--- src/rtl/tone_bank.sv ---
// Bank of independent square-wave tone channels with per-channel duration timers,
// a shared millisecond prescaler and a small register interface.
module tone_bank #(
    parameter int unsigned CHANNELS     = 2,
    parameter int unsigned PERIOD_WIDTH = 16,
    parameter int unsigned DUR_WIDTH    = 16,
    parameter int unsigned TICK_DIV     = 12000
) (
    input  logic                raw_clk,
    input  logic                reset,
    input  logic                enable,
    input  logic [7:0]          address,
    input  logic [31:0]         data_in,
    input  logic                write_enable,
    output logic [31:0]         data_out,
    output logic [CHANNELS-1:0] speaker_p,
    output logic [CHANNELS-1:0] speaker_m,
    output logic                irq
);

    localparam int unsigned PreW = (TICK_DIV > 1) ? $clog2(TICK_DIV) : 1;

    localparam logic [1:0] RegPeriod   = 2'd0;
    localparam logic [1:0] RegNote     = 2'd1;
    localparam logic [1:0] RegDuration = 2'd2;
    localparam logic [1:0] RegStatus   = 2'd3;

    // Periods for MIDI notes 60..96 at a 12 MHz clock, from the equal-tempered
    // frequency rounded to 0.01 Hz, i.e. floor(12e6 / f).
    function automatic logic [15:0] note_lookup(input logic [7:0] n);
        logic [15:0] p;
        case (n)
            8'd60: p = 16'd45866;
            8'd61: p = 16'd43293;
            8'd62: p = 16'd40863;
            8'd63: p = 16'd38569;
            8'd64: p = 16'd36404;
            8'd65: p = 16'd34361;
            8'd66: p = 16'd32433;
            8'd67: p = 16'd30612;
            8'd68: p = 16'd28894;
            8'd69: p = 16'd27272;
            8'd70: p = 16'd25742;
            8'd71: p = 16'd24297;
            8'd72: p = 16'd22933;
            8'd73: p = 16'd21646;
            8'd74: p = 16'd20431;
            8'd75: p = 16'd19284;
            8'd76: p = 16'd18202;
            8'd77: p = 16'd17180;
            8'd78: p = 16'd16216;
            8'd79: p = 16'd15306;
            8'd80: p = 16'd14447;
            8'd81: p = 16'd13636;
            8'd82: p = 16'd12870;
            8'd83: p = 16'd12148;
            8'd84: p = 16'd11466;
            8'd85: p = 16'd10823;
            8'd86: p = 16'd10215;
            8'd87: p = 16'd9642;
            8'd88: p = 16'd9101;
            8'd89: p = 16'd8590;
            8'd90: p = 16'd8108;
            8'd91: p = 16'd7653;
            8'd92: p = 16'd7223;
            8'd93: p = 16'd6818;
            8'd94: p = 16'd6435;
            8'd95: p = 16'd6074;
            8'd96: p = 16'd5733;
            default: p = 16'd0;
        endcase
        return p;
    endfunction

    // Bus decode
    logic [2:0] sel_ch;
    logic [1:0] sel_reg;
    logic       sel_ok;
    logic       wr_stb;
    logic       rd_stb;

    assign sel_ch  = address[6:4];
    assign sel_reg = address[3:2];
    assign sel_ok  = !address[7] && (32'(sel_ch) < CHANNELS);
    assign wr_stb  = enable && write_enable;
    assign rd_stb  = enable && !write_enable;

    // State
    logic [PreW-1:0]                        pre_q, pre_d;
    logic                                   tick;
    logic [CHANNELS-1:0][PERIOD_WIDTH-1:0]  period_q, period_d;
    logic [CHANNELS-1:0][PERIOD_WIDTH-1:0]  cnt_q, cnt_d;
    logic [CHANNELS-1:0][DUR_WIDTH-1:0]     rem_q, rem_d;
    logic [CHANNELS-1:0]                    phase_q, phase_d;
    logic [CHANNELS-1:0]                    spk_p_q, spk_p_d;
    logic [CHANNELS-1:0]                    spk_m_q, spk_m_d;
    logic [CHANNELS-1:0]                    done_q, done_d;
    logic [31:0]                            rd_val;

    // Per-channel write strobes
    logic [CHANNELS-1:0] wr_period;
    logic [CHANNELS-1:0] wr_dur;
    logic [CHANNELS-1:0] wr_clr;
    logic [CHANNELS-1:0] expire;

    logic [31:0]             note_raw;
    logic                    note_fits;
    logic [PERIOD_WIDTH-1:0] period_load;

    always_comb begin
        note_raw    = {16'd0, note_lookup(data_in[7:0])};
        note_fits   = (note_raw >> PERIOD_WIDTH) == 32'd0;
        period_load = data_in[PERIOD_WIDTH-1:0];
        if (sel_reg == RegNote) begin
            period_load = note_fits ? note_raw[PERIOD_WIDTH-1:0] : '0;
        end
    end

    always_comb begin
        wr_period = '0;
        wr_dur    = '0;
        wr_clr    = '0;
        for (int c = 0; c < CHANNELS; c++) begin
            if (wr_stb && sel_ok && (sel_ch == 3'(c))) begin
                wr_period[c] = (sel_reg == RegPeriod) || (sel_reg == RegNote);
                wr_dur[c]    = (sel_reg == RegDuration);
                wr_clr[c]    = (sel_reg == RegStatus) && data_in[1];
            end
        end
    end

    assign tick  = (pre_q == PreW'(TICK_DIV - 1));
    assign pre_d = tick ? '0 : pre_q + PreW'(1);

    always_comb begin
        period_d = period_q;
        cnt_d    = cnt_q;
        rem_d    = rem_q;
        phase_d  = phase_q;
        spk_p_d  = spk_p_q;
        spk_m_d  = spk_m_q;
        done_d   = done_q;
        expire   = '0;
        for (int c = 0; c < CHANNELS; c++) begin
            // Divider and output legs
            if (period_q[c] == '0) begin
                cnt_d[c]   = '0;
                spk_p_d[c] = 1'b0;
                spk_m_d[c] = 1'b0;
            end else if (cnt_q[c] == period_q[c]) begin
                cnt_d[c]   = '0;
                phase_d[c] = ~phase_q[c];
                spk_p_d[c] = phase_q[c];
                spk_m_d[c] = ~phase_q[c];
            end else begin
                cnt_d[c] = cnt_q[c] + PERIOD_WIDTH'(1);
            end

            // A DURATION write in the expiry cycle cancels the expiry outright.
            expire[c] = tick && (rem_q[c] == DUR_WIDTH'(1)) && !wr_dur[c];

            if (wr_period[c]) begin
                period_d[c] = period_load;
                cnt_d[c]    = '0;
                phase_d[c]  = 1'b0;
            end else if (expire[c]) begin
                period_d[c] = '0;
            end

            if (wr_dur[c]) begin
                rem_d[c] = data_in[DUR_WIDTH-1:0];
            end else if (tick && (rem_q[c] != '0)) begin
                rem_d[c] = rem_q[c] - DUR_WIDTH'(1);
            end

            if (expire[c]) begin
                done_d[c] = 1'b1;
            end else if (wr_clr[c]) begin
                done_d[c] = 1'b0;
            end
        end
    end

    always_comb begin
        rd_val = '0;
        for (int c = 0; c < CHANNELS; c++) begin
            if (sel_ok && (sel_ch == 3'(c))) begin
                case (sel_reg)
                    RegPeriod:   rd_val = 32'(period_q[c]);
                    RegNote:     rd_val = '0;
                    RegDuration: rd_val = 32'(rem_q[c]);
                    RegStatus:   rd_val = {30'd0, done_q[c], period_q[c] != '0};
                    default:     rd_val = '0;
                endcase
            end
        end
    end

    always_ff @(posedge raw_clk) begin
        if (reset) begin
            pre_q    <= '0;
            period_q <= '0;
            cnt_q    <= '0;
            rem_q    <= '0;
            phase_q  <= '0;
            spk_p_q  <= '0;
            spk_m_q  <= '0;
            done_q   <= '0;
            data_out <= '0;
        end else begin
            pre_q    <= pre_d;
            period_q <= period_d;
            cnt_q    <= cnt_d;
            rem_q    <= rem_d;
            phase_q  <= phase_d;
            spk_p_q  <= spk_p_d;
            spk_m_q  <= spk_m_d;
            done_q   <= done_d;
            if (rd_stb) begin
                data_out <= rd_val;
            end
        end
    end

    assign speaker_p = spk_p_q;
    assign speaker_m = spk_m_q;
    assign irq       = |done_q;

endmodule
--- config.mk ---
export PLATFORM = sky130hd
export DESIGN_NAME = tone_bank
export DESIGN_NICKNAME = d
export VERILOG_FILES = /design/src/rtl/tone_bank.sv
export SDC_FILE = /design/constraint.sdc
export NUM_CORES = 1
export LEC_CHECK = 0
export ABC_CLOCK_PERIOD_IN_PS = 2800
export CAP_MARGIN = 0
export CORE_UTILIZATION = 30
export CTS_BUF_LIST = sky130_fd_sc_hd__clkbuf_4
export DETAILED_ROUTE_END_ITERATION = 12
export HOLD_SLACK_MARGIN = 0.05
export MAX_ROUTING_LAYER = met4
export PLACE_DENSITY_LB_ADDON = 0.3
export SETUP_SLACK_MARGIN = 0.3
export SLEW_MARGIN = 25
export SYNTH_ARGS = -nofsm -noshare
export SYNTH_HDL_FRONTEND = slang
export SYNTH_SLANG_ARGS = --single-unit
--- constraint.sdc ---
create_clock -name raw_clk -period 2.8 [get_ports raw_clk]
set_clock_uncertainty 0.15 [all_clocks]
set_input_delay 0.28 -clock raw_clk [delete_from_list [all_inputs] [get_ports raw_clk]]
set_output_delay 0.28 -clock raw_clk [all_outputs]
set_load 0.03 [all_outputs]
==> results by group <==
STA
  • Slew margin rel.: 55.1%
  • Unrepaired setup endpoints after global routing: true
  • F_max: 0.405 GHz
  • Worst Tran Pin Value: 0.671 ns
  • Crit path time final: 2.47 ns
  • Post-route setup TNS: 0 ns
  • Final Max Tran Viols: 0
  • Final Cycle Share: 88.2%
  • Final hold vios: 0
  • Final setup fails: 0

Placement
  • Placement Cell Area: 8920 sq um
  • Post-DP HPWL: 18.2 mm
  • PortBufs: 46
  • Routability cong.: 0.912

CTS
  • Clock buffer depth: 2
  • H-tree levels: 4
  • CTS root buf: clkbuf_4
  • Later-pin clock latency in the skew report: 0.56 ns
  • Worst-path clk slew: 0.13 ns
  • Clk sink count: 134
  • TritonCTS clock tree: built
  • Total CTS buffers: 17

Route
  • Post-Route WL: 24.7 mm
  • Starting DRC count in detailed routing: 673
  • Average wire per standard cell: 18.5 um
  • Routed Antenna Nets: 0
  • DRC viols: 0
  • Vias per cell: 5.47
  • Pre-antenna DRT Iters: 5
  • Routed via count: 7318

GRT
  • Initial antenna violation count: 1
  • First-pass GRT wire length: 38.0 mm
  • Vias in the first global route: 6666
  • Gr ovfl total: 0
  • Pin count of the biggest net entering global routing: 44
  • All-Layer GR Usage: 19.0%

Die
  • Core region area: 26100 sq um
  • Die width: 165 um
  • Die span in y: 165 um
  • Row cnt: 59
  • Number of I/O pins: 81
  • Full die area: 27200 sq um
  • Initial core utilization: 30.6%

Synth
  • Synth Flop Type: dfxtp_1
  • Sequential fraction of the synthesis area: 33.7%
  • Number of synthesis warnings: 0
  • Synthesized area per cell: 8.60 sq um
  • Post-synth EDFFs: 0
  • Yosys cell types: 77
  • Ys async rst share: 0%
  • Flops & latches, synth: 134
  • Post-synthesis cell count: 926
  • Post-Syn Area: 7960 sq um

Final layout
  • Fill count: 2735
  • Area Overhead vs Synth: 18.2%
  • Register area: 2700 sq um
  • Multi-input gate area in the final layout: 4990 sq um
  • Final instance area: 9410 sq um
  • Commonest non-fill, non-tap cell in the layout: dfxtp_1
  • Commonest non-fill, non-tap cells in the layout: dfxtp_1, nor2_1, xor2_1, nand2_1, buf_4
  • Final nets: 1056
  • Share of cells above drive strength 1: 14.1%

Status
  • Status: complete, no violations

Worst setup path
  • Worst Setup SP: pre_q[12]
  • CP required: 3.11 ns
  • CP dominant cell by count: buf_4
  • Worst Path Class, Setup: reg2reg
  • Slowest CP cell: or4_1
  • CP Launch Type: flip-flop
  • Max incr delay on CP: 0.42 ns
  • Endpoint class of the critical path: flip-flop
  • Max FO, Critical Path: 13
  • Worst Path Arrival: 2.78 ns
  • Cell Chain, Critical Path: or3b_4 -> nor4_4 -> buf_4 -> o211ai_1 -> buf_4 -> or4_1 -> a311oi_2
  • Worst path bufs/invs: 2
  • FF-to-FF Start: pre_q[12]
  • Delay-heaviest family, CP: simple AND/OR/NAND/NOR gates

Power
  • Power Density: 406 nW/um^2
  • Lkg Pwr: 0.00360 uW
  • Max VDD drop: 191 uV

Worst hold path
  • Hold_sp: data_in[8]
  • Class of the worst hold path: in2reg

Run
  • Maxcap violations: 0
[logic make-up (layout without fill, tap and decap cells)]
kind of cell | after synthesis | count (layout) | share of synthesized area [%]
AND/OR/NAND/NOR | 351 | 351 | 23.5
AO/OA/AOI/OAI | 205 | 205 | 19.9
flip-flops | 134 | 134 | 33.7
buffers and inverters | 93 | 154 | 5.50
XOR/XNOR | 80 | 80 | 8.80
multiplexers | 39 | 39 | 4.98
adder cells (fa/ha/maj) | 23 | 23 | 3.61
other | 1 | 17 | 0.0471
[metal layers]
metal	share of wire (%)	up-vias	track usage (%)
met5	0	-	-
met4	3.2	0	8.05
met3	6.6	46	3.79
met2	44	246	27.9
met1	46	3476	25.3
li1	-	3550	-
[state kept, by name (all words and copies together), names as in the netlist]
name	cells
cnt_q	32
data_out	16
done_q	2
period_q	32
phase_q	2
pre_q	14
rem_q	32
speaker_m	2
speaker_p	2
[synth_stat cells, drive strengths merged (7+ instances only)]
cell	n	area share [%]
buf	25	2.3
clkbuf	48	2.3
and3	9	0.71
inv	19	0.90
nor4	26	2.2
a21oi	15	0.94
o21ai	43	2.7
dfxtp	134	34
nand2	51	2.4
and4	7	0.77
nor2b	7	0.55
or4	13	1.4
nor3	15	1.2
or3	26	2.1
or2	10	0.79
nand3	21	1.3
a22o	25	2.8
o31ai	9	0.85
a211oi	11	1.0
nor2	116	5.5
o2bb2ai	8	0.88
mux2i	34	4.3
nand4	18	1.4
ha	23	3.6
xor2	63	6.9
o221ai	17	1.9
a311oi	25	2.8
nand2b	12	0.94
xnor2	17	1.9
[repair_timing]
item / CTS / global route
buffers inserted: 1 / 7
hold buffers: 2 / 0
gates resized for setup: 7 / 21
pin swaps: 1 / 3
hold endpoints to repair: 5 / 0
setup endpoints to repair: 6 / 21
[where the power goes]
part,switching (uW),internal [uW],total [uW]
registers,20.9,1930,1950
logic,321,201,522
clock network,791,556,1350
total,1130,2690,3820
[final timing paths]
check	cells after the start	slack (ns)	end
setup / recovery	7	0.33	rem_q[20]
hold / removal	3	0.29	rem_q[24]
setup reg to reg	7	0.33	rem_q[20]
hold reg to reg	2	0.32	speaker_m[1]
[stage by stage]
| stage | cells | hold slack (ns) | utilization (%) | worst slack [ns] | total power (uW) |
|---|---|---|---|---|---|
| floorplan | 941 | 0.287 | - | 0.414 | 2310 |
| global placement | 1295 | 0.297 | 34.2 | 0.0744 | 2500 |
| detailed placement | 1295 | 0.301 | 34.2 | 0.0490 | 2500 |
| CTS | 1330 | 0.261 | 35.6 | 0.298 | 3850 |
| global route | 1338 | 0.263 | 36.1 | 0.209 | 3970 |
| finish | 1338 | 0.294 | 36.1 | 0.330 | 3820 |
[final cells by class]
type | count | area share (%)
antenna | 1 | 0.0266
clock buffer | 19 | 1.52
clock inverter | 13 | 1.56
inverter | 20 | 0.798
multi-input combinational | 714 | 53.1
sequential | 134 | 28.6
tap | 335 | 4.45
timing repair buffer | 102 | 9.96
[tightest hold or removal path, cell delays in order]
cell and delay, ns:
clkdlybuf4s50_1 0.50, nor2_1 0.14, a311oi_1 0.05
Power figures use the tool's default switching activity.
